[config.mk]
export PLATFORM = sky130hd
export DESIGN_NAME = fft_sampler_ctrl
export DESIGN_NICKNAME = d
export VERILOG_FILES = /design/src/rtl/fft_ctrl_pkg.sv /design/src/rtl/bucket_stabilizer.sv /design/src/rtl/fft_sampler_ctrl.sv
export SDC_FILE = /design/constraint.sdc
export NUM_CORES = 1
export LEC_CHECK = 0
export ABC_AREA = 1
export CORE_MARGIN = 5
export CORE_UTILIZATION = 61
export DETAILED_ROUTE_END_ITERATION = 10
export DONT_BUFFER_PORTS = 1
export PLACE_DENSITY = 0.76
export SYNTH_ARGS = -nofsm -noshare
export SYNTH_HDL_FRONTEND = slang
export SYNTH_SLANG_ARGS = --single-unit
[constraint.sdc]
create_clock -name clk -period 8.67 [get_ports clk]
set_input_delay 1.734 -clock clk [delete_from_list [all_inputs] [get_ports clk]]
set_output_delay 1.734 -clock clk [all_outputs]
set_load 0.005 [all_outputs]
[src/rtl/fft_ctrl_pkg.sv]
// Shared types and widths for the FFT sampler control slice.
package fft_ctrl_pkg;
  localparam int BUCKET_W = 11;
  localparam int ADDR_W   = 10;

  typedef enum logic [2:0] {
    IDLE,
    WAIT_FRAME,
    START,
    SWEEP,
    FILTER,
    HOLDOFF
  } state_e;
endpackage

[src/rtl/bucket_stabilizer.sv]
// Debounces sampler buckets: a candidate must repeat (within TOLERANCE)
// CONFIRM_COUNT times in a row before it is published as the note.
module bucket_stabilizer
  import fft_ctrl_pkg::*;
#(
  parameter int CONFIRM_COUNT = 3,
  parameter int TOLERANCE     = 1
) (
  input  logic                clk,
  input  logic                rst,
  input  logic                eval,
  input  logic [BUCKET_W-1:0] bucket,
  output logic [BUCKET_W-1:0] note_bucket,
  output logic                note_valid
);
  localparam int CNT_W = $clog2(CONFIRM_COUNT + 1);

  logic [BUCKET_W-1:0] cand, cand_nx, diff;
  logic [CNT_W-1:0]    conf, conf_nx;
  logic                publish;

  always_comb begin
    diff    = (bucket >= cand) ? bucket - cand : cand - bucket;
    cand_nx = cand;
    conf_nx = conf;
    if (diff <= BUCKET_W'(TOLERANCE)) begin
      if (conf != CNT_W'(CONFIRM_COUNT)) conf_nx = conf + 1'b1;
    end else begin
      cand_nx = bucket;
      conf_nx = CNT_W'(1);
    end
    publish = eval && (conf_nx == CNT_W'(CONFIRM_COUNT)) && (cand_nx != note_bucket);
  end

  always_ff @(posedge clk) begin
    if (rst) begin
      cand        <= '0;
      conf        <= '0;
      note_bucket <= '0;
      note_valid  <= 1'b0;
    end else begin
      note_valid <= publish;
      if (eval) begin
        cand <= cand_nx;
        conf <= conf_nx;
      end
      if (publish) note_bucket <= cand_nx;
    end
  end
endmodule

[src/rtl/fft_sampler_ctrl.sv]
// Sequences one sampler sweep per FFT frame, arbitrates the shared BRAM read
// port between sampler and display, and feeds results to the stabilizer.
module fft_sampler_ctrl
  import fft_ctrl_pkg::*;
#(
  parameter int CONFIRM_COUNT  = 3,
  parameter int TOLERANCE      = 1,
  parameter int TIMEOUT_CYCLES = 400,
  parameter int HOLDOFF_CYCLES = 16
) (
  input  logic                clk,
  input  logic                rst,
  input  logic                enable,
  input  logic                frame_done,
  output logic                samp_start,
  input  logic                samp_read_enable,
  input  logic [ADDR_W-1:0]   samp_read_addr,
  input  logic                samp_done,
  input  logic [BUCKET_W-1:0] samp_bucket,
  input  logic                disp_req,
  input  logic [ADDR_W-1:0]   disp_addr,
  output logic                disp_grant,
  output logic                bram_en,
  output logic [ADDR_W-1:0]   bram_addr,
  output logic                fft_hold,
  output logic [BUCKET_W-1:0] note_bucket,
  output logic                note_valid,
  output logic                timeout_err
);
  localparam int CNT_MAX = (TIMEOUT_CYCLES > HOLDOFF_CYCLES) ? TIMEOUT_CYCLES : HOLDOFF_CYCLES;
  localparam int CNT_W   = $clog2(CNT_MAX + 1);

  state_e              state, state_nx;
  logic [CNT_W-1:0]    cnt;
  logic [BUCKET_W-1:0] samp_latch;
  logic                timeout_hit, samp_own;

  // Counter value TIMEOUT_CYCLES-2 in the final SWEEP cycle makes the whole
  // START..SWEEP window exactly TIMEOUT_CYCLES long; a done in that cycle wins.
  always_comb begin
    state_nx    = state;
    timeout_hit = (state == SWEEP) && !samp_done && (cnt == CNT_W'(TIMEOUT_CYCLES - 2));
    case (state)
      IDLE:       if (enable) state_nx = WAIT_FRAME;
      WAIT_FRAME: if (!enable) state_nx = IDLE;
                  else if (frame_done) state_nx = START;
      START:      state_nx = SWEEP;
      SWEEP:      if (samp_done) state_nx = FILTER;
                  else if (timeout_hit) state_nx = HOLDOFF;
      FILTER:     state_nx = HOLDOFF;
      HOLDOFF:    if (cnt == CNT_W'(HOLDOFF_CYCLES - 1)) state_nx = enable ? WAIT_FRAME : IDLE;
      default:    state_nx = IDLE;
    endcase
  end

  always_ff @(posedge clk) begin
    if (rst) begin
      state       <= IDLE;
      cnt         <= '0;
      samp_latch  <= '0;
      timeout_err <= 1'b0;
    end else begin
      state <= state_nx;
      if (state != HOLDOFF && state_nx == HOLDOFF) cnt <= '0;
      else if (state == START) cnt <= '0;
      else if (state == SWEEP || state == HOLDOFF) cnt <= cnt + 1'b1;
      if (state == SWEEP && samp_done) begin
        samp_latch  <= samp_bucket;
        timeout_err <= 1'b0;
      end else if (timeout_hit) begin
        timeout_err <= 1'b1;
      end
    end
  end

  assign samp_start = (state == START);
  assign samp_own   = (state == START) || (state == SWEEP);
  assign fft_hold   = samp_own;
  assign disp_grant = samp_own ? 1'b0 : disp_req;
  assign bram_en    = samp_own ? samp_read_enable : disp_req;
  assign bram_addr  = samp_own ? samp_read_addr : disp_addr;

  bucket_stabilizer #(
    .CONFIRM_COUNT(CONFIRM_COUNT),
    .TOLERANCE    (TOLERANCE)
  ) u_stab (
    .clk        (clk),
    .rst        (rst),
    .eval       (state == FILTER),
    .bucket     (samp_latch),
    .note_bucket(note_bucket),
    .note_valid (note_valid)
  );
endmodule

== Yosys cells after proc, flatten, opt, wreduce, memory -nomap -nowiden ==
Index checks and enable logic that the tools add are counted.
Storage, ports and cells
  flip-flop bits (word level): 49
  input port bits: 38
  output and inout port bits: 27
  logic and storage cells: 53
Cells by class
  add/subtract/negate cells: 4
  $lt $le $gt $ge: 2
  eq/ne operators: 12
  muxes and demuxes: 15
  reductions and logical operators: 12
Operators by type and width (number)
  11-bit 2-to-1 mux: 2
  11-bit subtractor: 2
  3-bit 2-to-1 mux: 6
  3-bit one-hot mux with 6 select lines: 1
  11-bit >= comparator: 1
  11-bit by 1-bit <= comparator with 1-bit output, second input constant: 1
  11-bit != test: 1
  10-bit 2-to-1 mux: 1
  9-bit by 1-bit adder with 9-bit output, second input constant: 1
  3-bit == test, second input constant: 3
  9-bit by 4-bit == test with 1-bit output, second input constant: 1
  9-bit == test, second input constant: 1
  3-bit by 2-bit == test with 1-bit output, second input constant: 2
  1-bit logical AND: 6
  2-bit 2-to-1 mux: 2
  3-bit by 1-bit == test with 1-bit output, second input constant: 1
  3-bit logical NOT: 1
  1-bit 2-to-1 mux: 3
  3-bit != test, second input constant: 1
  3-bit OR reduction: 1
  2-bit by 1-bit adder with 2-bit output, second input constant: 1
  2-bit == test, second input constant: 1
  1-bit logical OR: 2
  2-bit != test, second input constant: 1
  2 further kinds: 2

== Longest topological paths before layout ==
Gate-level depths: netlist (run 1).
  word-level depth: 9
  gate-level depth with buffers: 29
  gate-level depth less buffers: 27

== Hierarchy ==
A second synthesis (run 1) with hierarchy kept.
Second synthesis, totals
  cell total of the unflattened synthesis: 693
  area, all modules: 4091.4 um2
By module, submodules not included
  bucket_stabilizer: times used 1, cells each 472, area an instance 2711.4 um2, sequential area each 500.5 um2
  fft_sampler_ctrl: times used 1, cells each 221, area an instance 1380.1 um2, sequential area each 480.5 um2

== Worst setup path before layout (run 1) ==
OpenSTA, ideal clock, no wires.
  kind: input-to-output
  start point: input port samp_read_addr[0]
  end point: output port bram_addr[0]
  arrival time: 1852 ps
  required time: 6936 ps
  setup slack: 5084 ps
  cell stages on the path: 2
  path buffers: 0
  cells stage by stage: nand2_1 -> nand2_1
On the way
  cells in the longest elaborated chain, start to end: 1
Ends and longest elaborated chain
  start, declared: line fft_sampler_ctrl.sv:17  | input logic [ADDR_W-1:0] samp_read_addr,
  10-bit 2-to-1 mux: line fft_sampler_ctrl.sv:81  | assign bram_addr = samp_own ? samp_read_addr : disp_addr;
  end, declared: line fft_sampler_ctrl.sv:24  | output logic [ADDR_W-1:0] bram_addr,
No other way between the ends.

== Final worst setup path (run 1) ==
  start point: register samp_latch[2]
  end point: register u_stab.note_bucket[9]
On the way
  cells in the longest elaborated chain, start to end: 7
  elaborated cells between the ends (all ways): 11
  those cells by class: add/sub (2); order compare (2); eq/ne (2); mux (3); reduce/logical (2)
Ends and longest elaborated chain
  start, declared: line fft_sampler_ctrl.sv:35  | logic [BUCKET_W-1:0] samp_latch;
  start signal, assigned: line fft_sampler_ctrl.sv:68  | samp_latch <= samp_bucket;
  branches (longest 7 deep; another with 11-bit subtractor)
  end signal, assigned: line bucket_stabilizer.sv:47  | if (publish) note_bucket <= cand_nx;
  end, declared: line bucket_stabilizer.sv:13  | output logic [BUCKET_W-1:0] note_bucket,
Several ways; the timed one is not identified.
A chain may end at the register's enable or synchronous reset.

==> results of run 1 <==
## power by group through the flow
stage / Clock (mW) / Sequential (mW) / Combinational [mW]
after floorplan: 0 / 0.233 / 0.116
after global placement: 0 / 0.233 / 0.128
after detailed placement: 0 / 0.234 / 0.130
after CTS: 0.142 / 0.228 / 0.131
after global routing: 0.152 / 0.229 / 0.147
final: 0.138 / 0.228 / 0.132
## placed cells by master, fill, tap and decap left out, drive strengths merged, types with 4 or more instances in the layout
master | synthesis | final
a21oi | 36 | 36
dfxtp | 49 | 49
nor2 | 66 | 66
inv | 110 | 111
nand2 | 222 | 222
ha | 23 | 23
nor3 | 7 | 7
nor4 | 4 | 4
clkbuf | 10 | 6
o21ai | 26 | 26
xor2 | 6 | 6
nand4 | 8 | 8
nand3 | 61 | 61
## stage by stage
stage	hold WS [ps]	setup slack [ps]
after floorplan	467	5080
after global placement	487	4760
after detailed placement	500	4690
after CTS	517	4690
after global routing	539	4310
final	519	4600
## layout make-up
class	instances	area, um^2	area share
Multi-Input combinational cell	473	2400	0.604
Sequential cell	49	981	0.247
Inverter	110	413	0.104
Tap cell	77	96.3	0.0242
Clock buffer	6	72.6	0.0183
Clock inverter	2	13.8	0.00346
## logic make-up after synthesis
logic type	Yosys count	share of synthesized area
and+or+nand+nor	372	0.420
buffers and inverters	128	0.133
AOI/OAI and AO/OA	69	0.0956
DFF	49	0.252
adders and majority gates	25	0.0841
xor gates and xnor gates	7	0.0157
## worst reg2reg max path: cells and delay by family, from the launching register on
| family | cells | cell delay (ps) |
|---|---|---|
| simple gates | 19 | 2740 |
| fa+ha+maj | 1 | 440 |
| flops | 1 | 370 |
| buf+inv | 3 | 250 |
| compound gates | 1 | 200 |
## layer usage
metal | up-vias | wire length, um
met3 | 13 | 679
met4 | 0 | 135
met1 | 1736 | 4440
met2 | 154 | 4620
met5 | - | 0
li1 | 2004 | -
## worst paths after layout
path / slack, ps / startpoint / depth (start not counted) / to
min: 520 / samp_latch[5]$_SDFFE_PP0P_ / 2 / samp_latch[5]$_SDFFE_PP0P_
min reg2reg: 520 / samp_latch[5]$_SDFFE_PP0P_ / 2 / samp_latch[5]$_SDFFE_PP0P_
max reg2reg: 4600 / samp_latch[2]$_SDFFE_PP0P_ / 24 / u_stab.note_bucket[9]$_SDFFE_PP0P_
max: 4600 / samp_latch[2]$_SDFFE_PP0P_ / 24 / u_stab.note_bucket[9]$_SDFFE_PP0P_
## sequential cells by signal (all words and copies together) (netlist names)
signal              count
cnt                     9
samp_latch             11
state                   3
timeout_err             1
u_stab.cand            11
u_stab.conf             2
u_stab.note_bucket     11
u_stab.note_valid       1
==> flow_metrics.env, run 1 <==
export IMPL_met3_usage=0.0451
export IMPL_startpoint_type="register"
export IMPL_synthCells=650
export IMPL_cts_resized_gates=0
export IMPL_syn_area_per_cell_um2=6.00
export IMPL_tightestPinTransition_ps=1220
export IMPL_period_share=0.470
export IMPL_fin_crit_ps=4070
export IMPL_avgRoutedWirePerCell_um=13.8
export IMPL_htree_levels=2
export IMPL_slew_headroom=0.173
export IMPL_place_area_mm2=0.00389
export IMPL_syn_nets=713
export IMPL_dp_hpwl_um=7690
export IMPL_antenna_left=0
export IMPL_routed_wl_um=9870
export IMPL_antenna_found_initial=0
export IMPL_grt_pass1_wl_um=16600
export IMPL_met2_usage=0.399
export IMPL_setup_viol=0
export IMPL_clock_sinks=49
export IMPL_synth_distinct_cells=37
export IMPL_synth_edf_count=0
export IMPL_via_per_inst=5.45
export IMPL_syn_area_mm2=0.00390
export IMPL_fin_util=0.633
export IMPL_synth_main_ff_cell="dfxtp_1"
export IMPL_outcome="complete, no violations"
export IMPL_pwr_share_seq=0.458
export IMPL_p_sw_frac=0.356
export IMPL_place_congestion=0.928
export IMPL_grt_busiest_layer="met2"
export IMPL_rows=29
export IMPL_yosys_area_top_type_share=0.252
export IMPL_synth_most_common_cell="nand2_1"
export IMPL_cp_required_ps=8870
export IMPL_critPathMaxStageDelay_ps=620
export IMPL_post_cts_buffers=0
export IMPL_clkTransAtPathRegs_ps=100
export IMPL_ys_seq_area_frac=0.252
export IMPL_cts_buffer_depth=2
export IMPL_worstPathMaxFanout=22
export IMPL_areaGrowthSynthToFinish_pct=1.96
export IMPL_worstSkewPairLatency_ps=300
export IMPL_power_density_mw_per_mm2=125
export IMPL_dp_cells=709
export IMPL_final_max_slew_viol_count=0
export IMPL_drt_iter0_markers=213
export IMPL_grt_pass1_vias=3589
export IMPL_worst_path_most_repeated_cell="nand2_1"
export IMPL_io_buffers=0
export IMPL_vdd_drop_max_uv=135
export IMPL_crit_path_end_kind="register"
export IMPL_crit_chain="inv_1, ha_1, a21oi_2, nand2_1, nand2_1, nand2_1, nand2_2, nand2_4, inv_2, nand2_1, nand2_2, inv_2, nor3_4, nand3_1, nand2_1, nand2_1, nand2_1, nand2_1, nor2_1, nand3_2, nand2_2, nand2_1, nand2_1, nor2_1"
export IMPL_synthTopCellsByArea="dfxtp_1, nand2_1, inv_1"
export IMPL_cts_tree="done"
export IMPL_yosys_warnings=0
export IMPL_yosys_register_bits=49
export IMPL_synth_top_area_cell="dfxtp_1"
export IMPL_io_pins=65
export IMPL_coreArea_mm2=0.00628
export IMPL_vias=3907
export IMPL_max_freq_mhz=246
export IMPL_p_int_mw=0.321
export IMPL_cts_buffers=5
export IMPL_grt_max_degree=29
export IMPL_clock_skew_ps=10.7
export IMPL_start_util=0.621
export IMPL_setup_tns_ps=0
export IMPL_drv_cap=0
export IMPL_root_buffer="clkbuf_8"
export IMPL_fin_area_mm2=0.00398
export IMPL_comb_power_share=0.265
export IMPL_rsz0062_at_grt="false"
export IMPL_finalHoldViolCount=0
export IMPL_slowest_stage="nor3_4"
export IMPL_die_x_um=90.0
export IMPL_drc=0
export IMPL_clkPwrFrac=0.278
export IMPL_antenna_cells=0
export IMPL_use_met1=0.320
export IMPL_nFillCells=637
export IMPL_first_pass_iters=5
export IMPL_die_y_um=90.0
export IMPL_switching_power_mw=0.177
export IMPL_dieArea_mm2=0.00809
export IMPL_critPathBufInv=3
export IMPL_leakagePower_nw=2.24
export IMPL_grt_usage=0.240
export IMPL_crit_arrival_ps=4280
export IMPL_fin_cells=717
export IMPL_fin_nets=702
export IMPL_hold_buffers=0
export IMPL_drive_gt1_frac=0.0594
export IMPL_total_power_mw=0.499
export IMPL_critPathTopFamily="simple AND/OR/NAND/NOR gates"
export IMPL_grt_remaining_overflow=0
export IMPL_synthArstFlopShare=0
export IMPL_hp_class="reg -> reg"
export IMPL_synth_common_cells="nand2_1, inv_1, nor2_1, nand3_1, dfxtp_1"
export IMPL_crit_type="reg -> reg"
No activity file was read; power rests on OpenSTA's default activity.
==> inputs of run 2 (changes only) <==
clock period = 3.9 ns   (was 8.67 ns; I/O delays follow)
==> run 2 against run 1 <==
  * Register-to-register slack got worse by 4300 ps
  * Worst setup slack got worse by 4300 ps
  * Worst hold slack got worse by 2.2 ps
  * Clock power increased by 120%
  * Core utilization increased by 1.0 points
  * Sequential power increased by 120%
  * Sequential share of layout area decreased by 0.38 points
  * Clock skew increased by 4.8 ps
  * Critical path depth decreased by 5
  * Wire length decreased by 1.4%
  * First-iteration DRC count increased by 5.6%
  * Critical path type unchanged
  * Largest cell class unchanged
==> flow_metrics.env, run 2 (synthesized netlist as in run 1, its figures left out) <==
export IMPL_outcome="complete, no violations"
export IMPL_critPathMaxStageDelay_ps=760
export IMPL_grt_max_degree=29
export IMPL_setup_tns_ps=0
export IMPL_dieArea_mm2=0.00809
export IMPL_pwr_share_seq=0.448
export IMPL_crit_path_end_kind="register"
export IMPL_antenna_left=0
export IMPL_final_cell_mix="nand2_1, inv_1, nor2_1"
export IMPL_place_congestion=0.911
export IMPL_grt_pass1_wl_um=16700
export IMPL_layout_commonest_cell="nand2_1"
export IMPL_worstPathMaxFanout=22
export IMPL_power_density_mw_per_mm2=281
export IMPL_slowest_stage="nor4_1"
export IMPL_cts_tree="done"
export IMPL_setup_viol=0
export IMPL_rows=29
export IMPL_rsz0062_at_grt="false"
export IMPL_hold_path_end="samp_latch[7]$_SDFFE_PP0P_"
export IMPL_crit_type="reg -> reg"
export IMPL_hold_depth=2
export IMPL_post_cts_buffers=0
export IMPL_dp_hpwl_um=7740
export IMPL_worstSkewPairLatency_ps=320
export IMPL_grt_pass1_vias=3754
export IMPL_io_pins=65
export IMPL_antenna_found_initial=0
export IMPL_dp_cells=715
export IMPL_crit_arrival_ps=3830
export IMPL_grt_usage=0.243
export IMPL_hold_buffers=0
export IMPL_root_buffer="clkbuf_8"
export IMPL_coreArea_mm2=0.00628
export IMPL_final_max_slew_viol_count=0
export IMPL_total_power_mw=1.13
export IMPL_routed_wl_um=9730
export IMPL_drc=0
export IMPL_clock_skew_ps=15.5
export IMPL_vias=3896
export IMPL_switching_power_mw=0.403
export IMPL_leakagePower_nw=2.27
export IMPL_r2r_setup_slack_ps=320
export IMPL_reg2regPathDepth=19
export IMPL_avgRoutedWirePerCell_um=13.5
export IMPL_drive_gt1_frac=0.0681
export IMPL_p_sw_frac=0.356
export IMPL_startpoint_type="register"
export IMPL_tightestPinTransition_ps=793
export IMPL_p_int_mw=0.730
export IMPL_fin_nets=708
export IMPL_cts_buffer_depth=2
export IMPL_critPathTopFamily="simple AND/OR/NAND/NOR gates"
export IMPL_slew_headroom=0.467
export IMPL_max_freq_mhz=279
export IMPL_drt_iter0_markers=225
export IMPL_clkPwrFrac=0.273
export IMPL_reg_top3="samp_latch: 11 flops, u_stab.cand: 11 flops, u_stab.note_bucket: 11 flops"
export IMPL_fin_cells=723
export IMPL_htree_levels=2
export IMPL_critPathBufInv=2
export IMPL_rr_endpoint="u_stab.note_bucket[0]$_SDFFE_PP0P_"
export IMPL_crit_chain="inv_1, ha_1, inv_1, fa_1, nand3_1, nand3_1, nand2_1, nand3_1, nor2_1, nand2_1, nand2_1, nand3_2, nor2_4, nand3_4, nor4_1, nand2_8, nand2_1, nand2_1, nor2_1"
export IMPL_period_share=0.918
export IMPL_io_buffers=0
export IMPL_grt_remaining_overflow=0
export IMPL_drv_cap=0
export IMPL_hp_class="reg -> reg"
export IMPL_fin_crit_ps=3580
export IMPL_fin_area_mm2=0.00404
export IMPL_cts_buffers=5
export IMPL_worst_path_most_repeated_cell="nand2_1"
export IMPL_vdd_drop_max_uv=228
export IMPL_die_x_um=90.0
export IMPL_clock_sinks=49
export IMPL_comb_power_share=0.280
export IMPL_first_pass_iters=4
export IMPL_min_from="samp_latch[7]$_SDFFE_PP0P_"
export IMPL_areaGrowthSynthToFinish_pct=3.56
export IMPL_worstReg2RegStart="samp_latch[0]$_SDFFE_PP0P_"
export IMPL_start_util=0.621
export IMPL_place_area_mm2=0.00394
export IMPL_clkTransAtPathRegs_ps=100
export IMPL_die_y_um=90.0
export IMPL_finalHoldViolCount=0
export IMPL_via_per_inst=5.39
export IMPL_cp_required_ps=4150
export IMPL_antenna_cells=0
-- run 2: cell count changes in the layout (fill, tap and decap cells not counted) --
cell | before | now
nand2_8 | 0 | 1
nand2_2 | 9 | 8
buf_4 | 0 | 5
buf_6 | 0 | 1
-- run 2: worst max-delay path by stage --
stage	cells past startpoint	end	slack, ps	start
after CTS	25	u_stab.note_bucket[0]$_SDFFE_PP0P_	250	samp_latch[0]$_SDFFE_PP0P_
after floorplan	27	u_stab.note_bucket[0]$_SDFFE_PP0P_	990	samp_latch[0]$_SDFFE_PP0P_
after detailed placement	25	u_stab.note_bucket[0]$_SDFFE_PP0P_	280	samp_latch[0]$_SDFFE_PP0P_
final	19	u_stab.note_bucket[0]$_SDFFE_PP0P_	320	samp_latch[0]$_SDFFE_PP0P_
after global routing	19	u_stab.note_bucket[0]$_SDFFE_PP0P_	5	samp_latch[0]$_SDFFE_PP0P_
after global placement	25	u_stab.note_bucket[7]$_SDFFE_PP0P_	370	samp_latch[0]$_SDFFE_PP0P_
-- run 2: layer usage --
metal	vias to the layer above	track usage	share of wire
met5	-	0	0
met4	0	0.0856	0.021
met3	21	0.0518	0.082
met2	141	0.416	0.48
met1	1726	0.299	0.41
li1	2008	-	-
-- run 2: cell type report --
class / instances / area [um^2]
Inverter: 110 / 413
Tap cell: 77 / 96.3
Sequential cell: 49 / 981
Clock inverter: 2 / 13.8
Timing Repair Buffer: 6 / 48.8
Fill cell: 613 / 2240
Multi-Input combinational cell: 473 / 2410
Clock buffer: 6 / 72.6
-- run 2: metrics by stage --
stage | util | setup slack (ps) | hold WS (ps)
2_1_floorplan | - | 991 | 467
3_3_place_gp | 0.627 | 372 | 489
3_5_place_dp | 0.627 | 281 | 496
4_1_cts | 0.641 | 251 | 511
5_1_grt | 0.643 | 5.01 | 513
6_report | 0.643 | 319 | 516
-- run 2: power groups by stage --
stage / registers, mW / clock network [mW] / logic [mW]
final: 0.508 / 0.309 / 0.317
after global routing: 0.508 / 0.334 / 0.357
after CTS: 0.507 / 0.317 / 0.305
after detailed placement: 0.519 / 0 / 0.304
after global placement: 0.519 / 0 / 0.300
after floorplan: 0.518 / 0 / 0.259
-- run 2: repair_timing --
action | in CTS | in global routing
hold endpoints to repair | 0 | 0
gates resized for setup | 0 | 3
endpoints found under the setup margin | 0 | 11
-- run 2: worst min-delay path, stage by stage, from the launching register on --
cell and delay [ps]:
dfxtp_1 340, inv_1 80, a21oi_1 60
